==> config.mk <==
export PLATFORM = sky130hd
export DESIGN_NAME = apb2axi_tag_sched
export DESIGN_NICKNAME = d
export VERILOG_FILES = /design/src/rtl/apb2axi_tag_sched.sv
export SDC_FILE = /design/constraint.sdc
export NUM_CORES = 1
export LEC_CHECK = 0
export ABC_CLOCK_PERIOD_IN_PS = 11800
export CORE_MARGIN = 2
export CORE_UTILIZATION = 35
export CTS_CLUSTER_DIAMETER = 60
export DETAILED_ROUTE_END_ITERATION = 10
export HOLD_SLACK_MARGIN = 0.12
export PLACE_DENSITY = 0.59
export SETUP_SLACK_MARGIN = 0.5
export SYNTH_ARGS = -nofsm -noshare
export SYNTH_HDL_FRONTEND = slang
export SYNTH_SLANG_ARGS = --single-unit
==> constraint.sdc <==
create_clock -name clk -period 11.8 [get_ports clk]
set_input_delay 2.36 -clock clk [delete_from_list [all_inputs] [get_ports clk]]
set_output_delay 2.36 -clock clk [all_outputs]
set_load 0.02 [all_outputs]
==> src/rtl/apb2axi_tag_sched.sv <==
// Tag pool scheduler for the APB2AXI converter: allocates tags on command commit,
// issues them round-robin to the AXI request builder, and retires them on completion and release.
module apb2axi_tag_sched #(
  parameter int TAG_NUM    = 16,
  parameter int TAG_W      = $clog2(TAG_NUM),
  parameter int MAX_OUT_RD = 8,
  parameter int MAX_OUT_WR = 8,
  parameter int CNT_W      = $clog2(TAG_NUM + 1)
) (
  input  logic                 clk,
  input  logic                 rst,
  input  logic                 alloc_req,
  input  logic                 alloc_is_write,
  output logic                 alloc_gnt,
  output logic [TAG_W-1:0]     alloc_tag,
  output logic                 full,
  output logic                 issue_valid,
  output logic [TAG_W-1:0]     issue_tag,
  output logic                 issue_is_write,
  input  logic                 issue_ready,
  input  logic                 cpl_valid,
  input  logic [TAG_W-1:0]     cpl_tag,
  input  logic [1:0]           cpl_resp,
  input  logic                 rel_valid,
  input  logic [TAG_W-1:0]     rel_tag,
  output logic [2*TAG_NUM-1:0] tag_state,
  output logic [2*TAG_NUM-1:0] tag_resp,
  output logic [CNT_W-1:0]     free_cnt,
  output logic [CNT_W-1:0]     rd_out_cnt,
  output logic [CNT_W-1:0]     wr_out_cnt,
  output logic                 proto_err
);

  typedef enum logic [1:0] {
    ST_EMPTY     = 2'd0,
    ST_ALLOCATED = 2'd1,
    ST_PENDING   = 2'd2,
    ST_COMPLETE  = 2'd3
  } entry_state_e;

  entry_state_e       st_q   [TAG_NUM];
  entry_state_e       st_d   [TAG_NUM];
  logic [1:0]         resp_q [TAG_NUM];
  logic [1:0]         resp_d [TAG_NUM];
  logic [TAG_NUM-1:0] wr_q, wr_d;
  logic [TAG_W-1:0]   rr_q, rr_d;
  logic               issue_valid_d, issue_is_write_d;
  logic [TAG_W-1:0]   issue_tag_d;
  logic [CNT_W-1:0]   free_d, rd_d, wr_d_cnt;
  logic               proto_err_d;

  logic               found_empty;
  logic [TAG_W-1:0]   empty_idx;
  logic               sel_hit;
  logic [TAG_W-1:0]   sel_idx, cand;
  logic               rd_block, wr_block;
  logic               hs, cpl_ok, rel_ok;

  // Lowest-index EMPTY tag, looked up from registered state only.
  always_comb begin
    found_empty = 1'b0;
    empty_idx   = '0;
    for (int i = TAG_NUM - 1; i >= 0; i--) begin
      if (st_q[i] == ST_EMPTY) begin
        found_empty = 1'b1;
        empty_idx   = TAG_W'(i);
      end
    end
  end

  assign full      = ~found_empty;
  assign alloc_gnt = alloc_req & found_empty;
  assign alloc_tag = empty_idx;

  // Round-robin scan of ALLOCATED tags from rr_q, skipping a direction at its outstanding limit.
  always_comb begin
    sel_hit  = 1'b0;
    sel_idx  = '0;
    cand     = '0;
    rd_block = (rd_out_cnt >= CNT_W'(MAX_OUT_RD));
    wr_block = (wr_out_cnt >= CNT_W'(MAX_OUT_WR));
    for (int k = 0; k < TAG_NUM; k++) begin
      cand = TAG_W'((int'(rr_q) + k) % TAG_NUM);
      if (!sel_hit && st_q[cand] == ST_ALLOCATED &&
          (wr_q[cand] ? !wr_block : !rd_block)) begin
        sel_hit = 1'b1;
        sel_idx = cand;
      end
    end
  end

  // Issue handshake: a transfer happens on a cycle with issue_valid & issue_ready; once
  // raised, issue_valid stays high with issue_tag/issue_is_write frozen until that transfer.
  assign hs     = issue_valid & issue_ready;
  assign cpl_ok = cpl_valid && (st_q[cpl_tag] == ST_PENDING);
  assign rel_ok = rel_valid && (st_q[rel_tag] == ST_COMPLETE);

  always_comb begin
    st_d             = st_q;
    resp_d           = resp_q;
    wr_d             = wr_q;
    rr_d             = rr_q;
    issue_valid_d    = issue_valid;
    issue_tag_d      = issue_tag;
    issue_is_write_d = issue_is_write;

    if (alloc_gnt) begin
      st_d[alloc_tag] = ST_ALLOCATED;
      wr_d[alloc_tag] = alloc_is_write;
    end

    if (hs) begin
      st_d[issue_tag] = ST_PENDING;
      rr_d            = (issue_tag == TAG_W'(TAG_NUM - 1)) ? '0 : issue_tag + TAG_W'(1);
      issue_valid_d   = 1'b0;
    end else if (!issue_valid && sel_hit) begin
      issue_valid_d    = 1'b1;
      issue_tag_d      = sel_idx;
      issue_is_write_d = wr_q[sel_idx];
    end

    if (cpl_ok) begin
      st_d[cpl_tag]   = ST_COMPLETE;
      resp_d[cpl_tag] = cpl_resp;
    end
    if (rel_ok) begin
      st_d[rel_tag] = ST_EMPTY;
    end

    rd_d     = rd_out_cnt + CNT_W'(hs & ~issue_is_write) - CNT_W'(cpl_ok & ~wr_q[cpl_tag]);
    wr_d_cnt = wr_out_cnt + CNT_W'(hs & issue_is_write) - CNT_W'(cpl_ok & wr_q[cpl_tag]);
    free_d   = free_cnt + CNT_W'(rel_ok) - CNT_W'(alloc_gnt);
    // Illegal completion and illegal release in the same cycle share one pulse.
    proto_err_d = (cpl_valid & ~cpl_ok) | (rel_valid & ~rel_ok);
  end

  always_ff @(posedge clk or posedge rst) begin
    if (rst) begin
      for (int i = 0; i < TAG_NUM; i++) begin
        st_q[i]   <= ST_EMPTY;
        resp_q[i] <= 2'b00;
      end
      wr_q           <= '0;
      rr_q           <= '0;
      issue_valid    <= 1'b0;
      issue_tag      <= '0;
      issue_is_write <= 1'b0;
      free_cnt       <= CNT_W'(TAG_NUM);
      rd_out_cnt     <= '0;
      wr_out_cnt     <= '0;
      proto_err      <= 1'b0;
    end else begin
      for (int i = 0; i < TAG_NUM; i++) begin
        st_q[i]   <= st_d[i];
        resp_q[i] <= resp_d[i];
      end
      wr_q           <= wr_d;
      rr_q           <= rr_d;
      issue_valid    <= issue_valid_d;
      issue_tag      <= issue_tag_d;
      issue_is_write <= issue_is_write_d;
      free_cnt       <= free_d;
      rd_out_cnt     <= rd_d;
      wr_out_cnt     <= wr_d_cnt;
      proto_err      <= proto_err_d;
    end
  end

  for (genvar g = 0; g < TAG_NUM; g++) begin : g_dbg
    assign tag_state[2*g +: 2] = st_q[g];
    assign tag_resp[2*g +: 2]  = resp_q[g];
  end

endmodule

# After elaboration in Yosys (flattened, before gate mapping)
# Index checks and enable logic that the tools add are counted.
[classes]
n_addsub = 22
multipliers = 0
n_div = 0
n_lt_le_gt_ge = 46
n_eq_ne = 19
shift = 0
mux = 189
bitwise_logic = 44
reduce_logical = 75
[op_table]
columns = ["op", "n"]
rows = [
  ["binary-select mux 2 bit (select 4 bit)", 18],
  ["2-to-1 mux 4 bit", 33],
  ["2-to-1 mux 32 bit", 4],
  [">= comparator 5 bit (second input constant)", 20],
  ["NOT 4 -> 5 bit", 20],
  ["less-than comparator 4 x 5 -> 1 bit (second input constant)", 19],
  ["2-to-1 mux 2 bit", 40],
  ["binary-select mux 1 bit (select 4 bit)", 18],
  ["2-to-1 mux 1 bit", 69],
  ["logical AND 1 bit", 39],
  ["adder 4 bit (second input constant)", 8],
  ["bitwise AND 16 bit", 2],
  ["bitwise AND 32 bit", 1],
  ["bitwise mux 32 bit", 1],
  ["demux 2 bit (select 4 bit)", 4],
  ["== test 2 x 1 -> 1 bit (second input constant)", 16],
  ["logical NOT 2 bit", 16],
  ["NOT 16 bit", 2],
  ["NOT 32 bit", 1],
  ["OR 16 bit", 2],
  ["OR 32 bit", 1],
  ["less-than comparator 5 x 1 -> 1 bit (second input constant)", 4],
  ["logical NOT 1 bit", 18],
  ["adder 4 x 3 -> 4 bit (second input constant)", 4],
  ["19 further kinds", 35],
]
[totals]
register_bits = 106
latch_bits = 0
ramBits = 0
rom_bits = 0
input_bits = 17
out_inout_bits = 92
word_cells = 436
mem_count = 0

# Depth between registers and ports, before layout
[logic_depth]
ltp_word = 70
ltp_mapped = 22
mapped_depth_nobuf = 18

# Worst setup path after synthesis
# Ideal clock, no wire load.
[synth_path]
kind = "register to register"
from = "register rr_q[1]"
to = "register issue_is_write"
setup_time_ns = 0.150
arrival_ns = 5.498
t_required_ns = 11.650
setup_slack_ns = 6.152
path_stages_with_launch = 21
path_buffers = 6
period_less_slack_ns = 5.648
path_cell_list = "dfrtp_1 -> buf_2 -> inv_1 -> clkbuf_1 -> ha_1 -> buf_4 -> buf_1 -> mux4_2 -> mux4_2 -> mux2i_4 -> o22ai_4 -> or3_1 -> buf_2 -> or4_4 -> nor3b_4 -> a21boi_1 -> and3_1 -> buf_6 -> mux2_4 -> a311oi_1 -> a31oi_1"
[synth_via]
elab_chain_len = 69
word_cells_on_any_way = 225
cone_classes = "add/sub: 15; eq/ne: 16; mux: 130; bitwise: 16; reduce/logical: 48"
[synth_rtl]
columns = ["element", "line", "source"]
rows = [
  ["start: declaration", "46", "logic [TAG_W-1:0] rr_q, rr_d;"],
  ["start signal: assignment", "158", "rr_q <= rr_d;"],
  ["branches (longest 69 deep; another with adder 4 x 1 -> 4 bit)", "--", ""],
  ["end signal: assignment", "161", "issue_is_write <= issue_is_write_d;"],
  ["end: declaration", "19", "output logic issue_is_write,"],
]
# Several ways; the timed one is not identified. The select of a mux whose other input is x is not followed.
# A chain may end at the register's enable or synchronous reset.

# Final worst setup path
# Ends and elaborated chain as after synthesis.

==> results.sh <==
export IMPL_status="finished clean"
export IMPL_slew_headroom=0.2089
export IMPL_clk_latency_ps=370
export IMPL_syn_instance_count=970
export IMPL_cts_clk_slew_worst_paths_ps=80
export IMPL_drc=0
export IMPL_syn_nets=1020
export IMPL_drt_first_pass_iters=5
export IMPL_crit_buf_inv=3
export IMPL_cp_arrival_ps=6560
export IMPL_maxSlewViolCount=0
export IMPL_tightest_slew_ps=1178
export IMPL_slowest_stage="nor4_1"
export IMPL_placed_area_mm2=0.01054
export IMPL_cts_setup_buffers=0
export IMPL_wl_um=31410
export IMPL_die_h_um=165.9
export IMPL_worstSetupEndpointType="register"
export IMPL_initial_core_util=0.3539
export IMPL_fin_skew_ps=18.46
export IMPL_antenna_found_initial=0
export IMPL_first_iter_violations=793
export IMPL_grt_remaining_overflow=0
export IMPL_slowest_delay_ps=740
export IMPL_utilization=0.4191
export IMPL_clockBufferDepth=2
export IMPL_die_area_mm2=0.02751
export IMPL_vias_per_cell=6.015
export IMPL_critPathKind="reg2reg"
export IMPL_crit_family="simple AND/OR/NAND/NOR gates"
export IMPL_routabilityCongestion=0.9731
export IMPL_core_area_mm2=0.02591
export IMPL_cp_start_kind="register"
export IMPL_yosysSeqAreaShare=0.2894
export IMPL_drive_gt1_frac=0.1422
export IMPL_root_buffer="clkbuf_16"
export IMPL_grt_start_max_net_pins=61
export IMPL_rsz0062_at_grt="no"
export IMPL_hold_viol=0
export IMPL_fill_cells=2554
export IMPL_setup_violations=0
export IMPL_avgSynthCellArea_um2=9.454
export IMPL_grtUsageTotal=0.2247
export IMPL_synth_main_ff_cell="dfrtp_1"
export IMPL_grt_pass1_vias=8196
export IMPL_worstPathMaxFanout=31
export IMPL_rows=59
export IMPL_max_freq_mhz=157.7
export IMPL_die_w_um=165.9
export IMPL_synth_seq_cells=106
export IMPL_htreeDepth=3
export IMPL_path_cells="buf_4 -> inv_1 -> ha_1 -> buf_4 -> mux4_1 -> mux4_2 -> mux2i_4 -> o22ai_4 -> or3_1 -> nor4_1 -> a31oi_1 -> o21ai_0 -> and3_1 -> mux2_4 -> a311oi_1 -> a31oi_1"
export IMPL_hold_path_class="reg2reg"
export IMPL_grt_pass1_wl_um=48930
export IMPL_postCtsHoldBufs=0
export IMPL_wl_per_cell_um=22.60
export IMPL_final_common_cell="clkdlybuf4s50_1"
export IMPL_cp_required_ps=12020
export IMPL_fin_crit_sh=0.5374
export IMPL_synth_warnings=0
export IMPL_fin_crit_ps=6341
export IMPL_io_buffers=108
export IMPL_vias=8361
export IMPL_async_reset_ff_frac=1.000
export IMPL_clock_sinks=106
export IMPL_ant_nets=0
export IMPL_final_cell_mix="108 x clkdlybuf4s50_1, 105 x dfrtp_1, 78 x nor2_1, 78 x mux2i_1, 68 x nand2_1"
export IMPL_max_cap_violations=0
export IMPL_cts_resized_gates=0
export IMPL_numCtsBuffers=9
export IMPL_diodes=0
export IMPL_ys_types=74
export IMPL_dp_hpwl_um=23660
export IMPL_io_pins=109
export IMPL_fin_nets=1100
export IMPL_fin_area_mm2=0.01086
export IMPL_synth_area_mm2=0.009170
export IMPL_final_setup_tns_ps=0
export IMPL_area_growth_pct=18.42
export IMPL_tritoncts="built"
export IMPL_synth_edf_count=0
## cell families after synthesis
kind of cell | share of synthesized area
muxes | 0.2706
xor gates and xnor gates | 0.02197
adders and majority gates | 0.04748
DFF | 0.2894
buffers and inverters | 0.04748
AOI/OAI and AO/OA | 0.1710
and+or+nand+nor | 0.1521
## layout make-up
type	count	area (um2)	area share
clock inverter	7	96.34	0.008872
timing repair buffer	119	1164	0.1072
multi-input combinational	758	6088	0.5607
tap	335	419.2	0.03860
sequential	106	2654	0.2444
clock buffer	9	225.2	0.02074
inverter	56	212.7	0.01959
## sequential cells by signal, indices dropped and copies added, names as in the netlist
| signal | count |
|---|---|
| free_cnt | 5 |
| issue_is_write | 1 |
| wr_out_cnt | 5 |
| tag_resp | 32 |
| proto_err | 1 |
| tag_state | 32 |
| rd_out_cnt | 5 |
| issue_valid | 1 |
| issue_tag | 4 |
| rr_q | 4 |
| wr_q | 16 |
## synth_stat cells (10+ instances only)
cell type    n  area (um2)
o22ai_1     11       68.82
nand2_1     68       255.2
a21oi_1     59       295.3
ha_1        30       375.4
a22oi_1     11       82.58
a2bb2oi_1   13       113.9
nor2_1      78       292.8
clkbuf_1    31       116.4
or2_2       10       62.56
nor2b_1     16       100.1
inv_1       54       202.7
o21ai_0     39       195.2
mux4_2      37       833.3
mux2i_1     78       780.8
a31oi_1     10       62.56
nand4_1     11       68.82
dfrtp_1    105        2628
nand2b_1    17       106.4
nand3_1     32       160.2
nor3_1      21       105.1
o211ai_1    12       90.09
xnor2_1     17       148.9
a21o_1      14       105.1
mux2_2      62       698.2
## final timing paths
kind / cells past startpoint / end / startpoint / slack (ps)
worst min register to register: 1 / tag_resp[29] / tag_resp[29] / 510
max in group asynchronous: 3 / wr_q[5] / rst / 8160
min in group asynchronous: 2 / tag_resp[25] / rst / 2410
worst max register to register: 16 / issue_is_write / rr_q[1] / 5460
worst max-delay path: 16 / issue_is_write / rr_q[1] / 5460
worst min-delay path: 1 / tag_resp[29] / tag_resp[29] / 510
## metal layers
| metal | wire, um | vias to the layer above | global-route usage |
|---|---|---|---|
| met3 | 2389 | 68 | 0.04433 |
| met4 | 845 | 0 | 0.07070 |
| li1 | - | 3804 | - |
| met1 | 13600 | 4113 | 0.3052 |
| met2 | 14580 | 376 | 0.3623 |
| met5 | 0 | - | 0 |
## stage by stage
step / hold slack, ps / cells / worst slack (ps)
after floorplan: 585.1 / 970 / 6152
after global placement: 488.5 / 1374 / 5511
after detailed placement: 492.9 / 1374 / 5485
after CTS: 516.8 / 1390 / 5482
after global routing: 524.8 / 1390 / 5158
final: 510.5 / 1390 / 5459
Power is not shown: default switching activity piles up to over one toggle a cycle in this logic, so the estimate is an artifact.
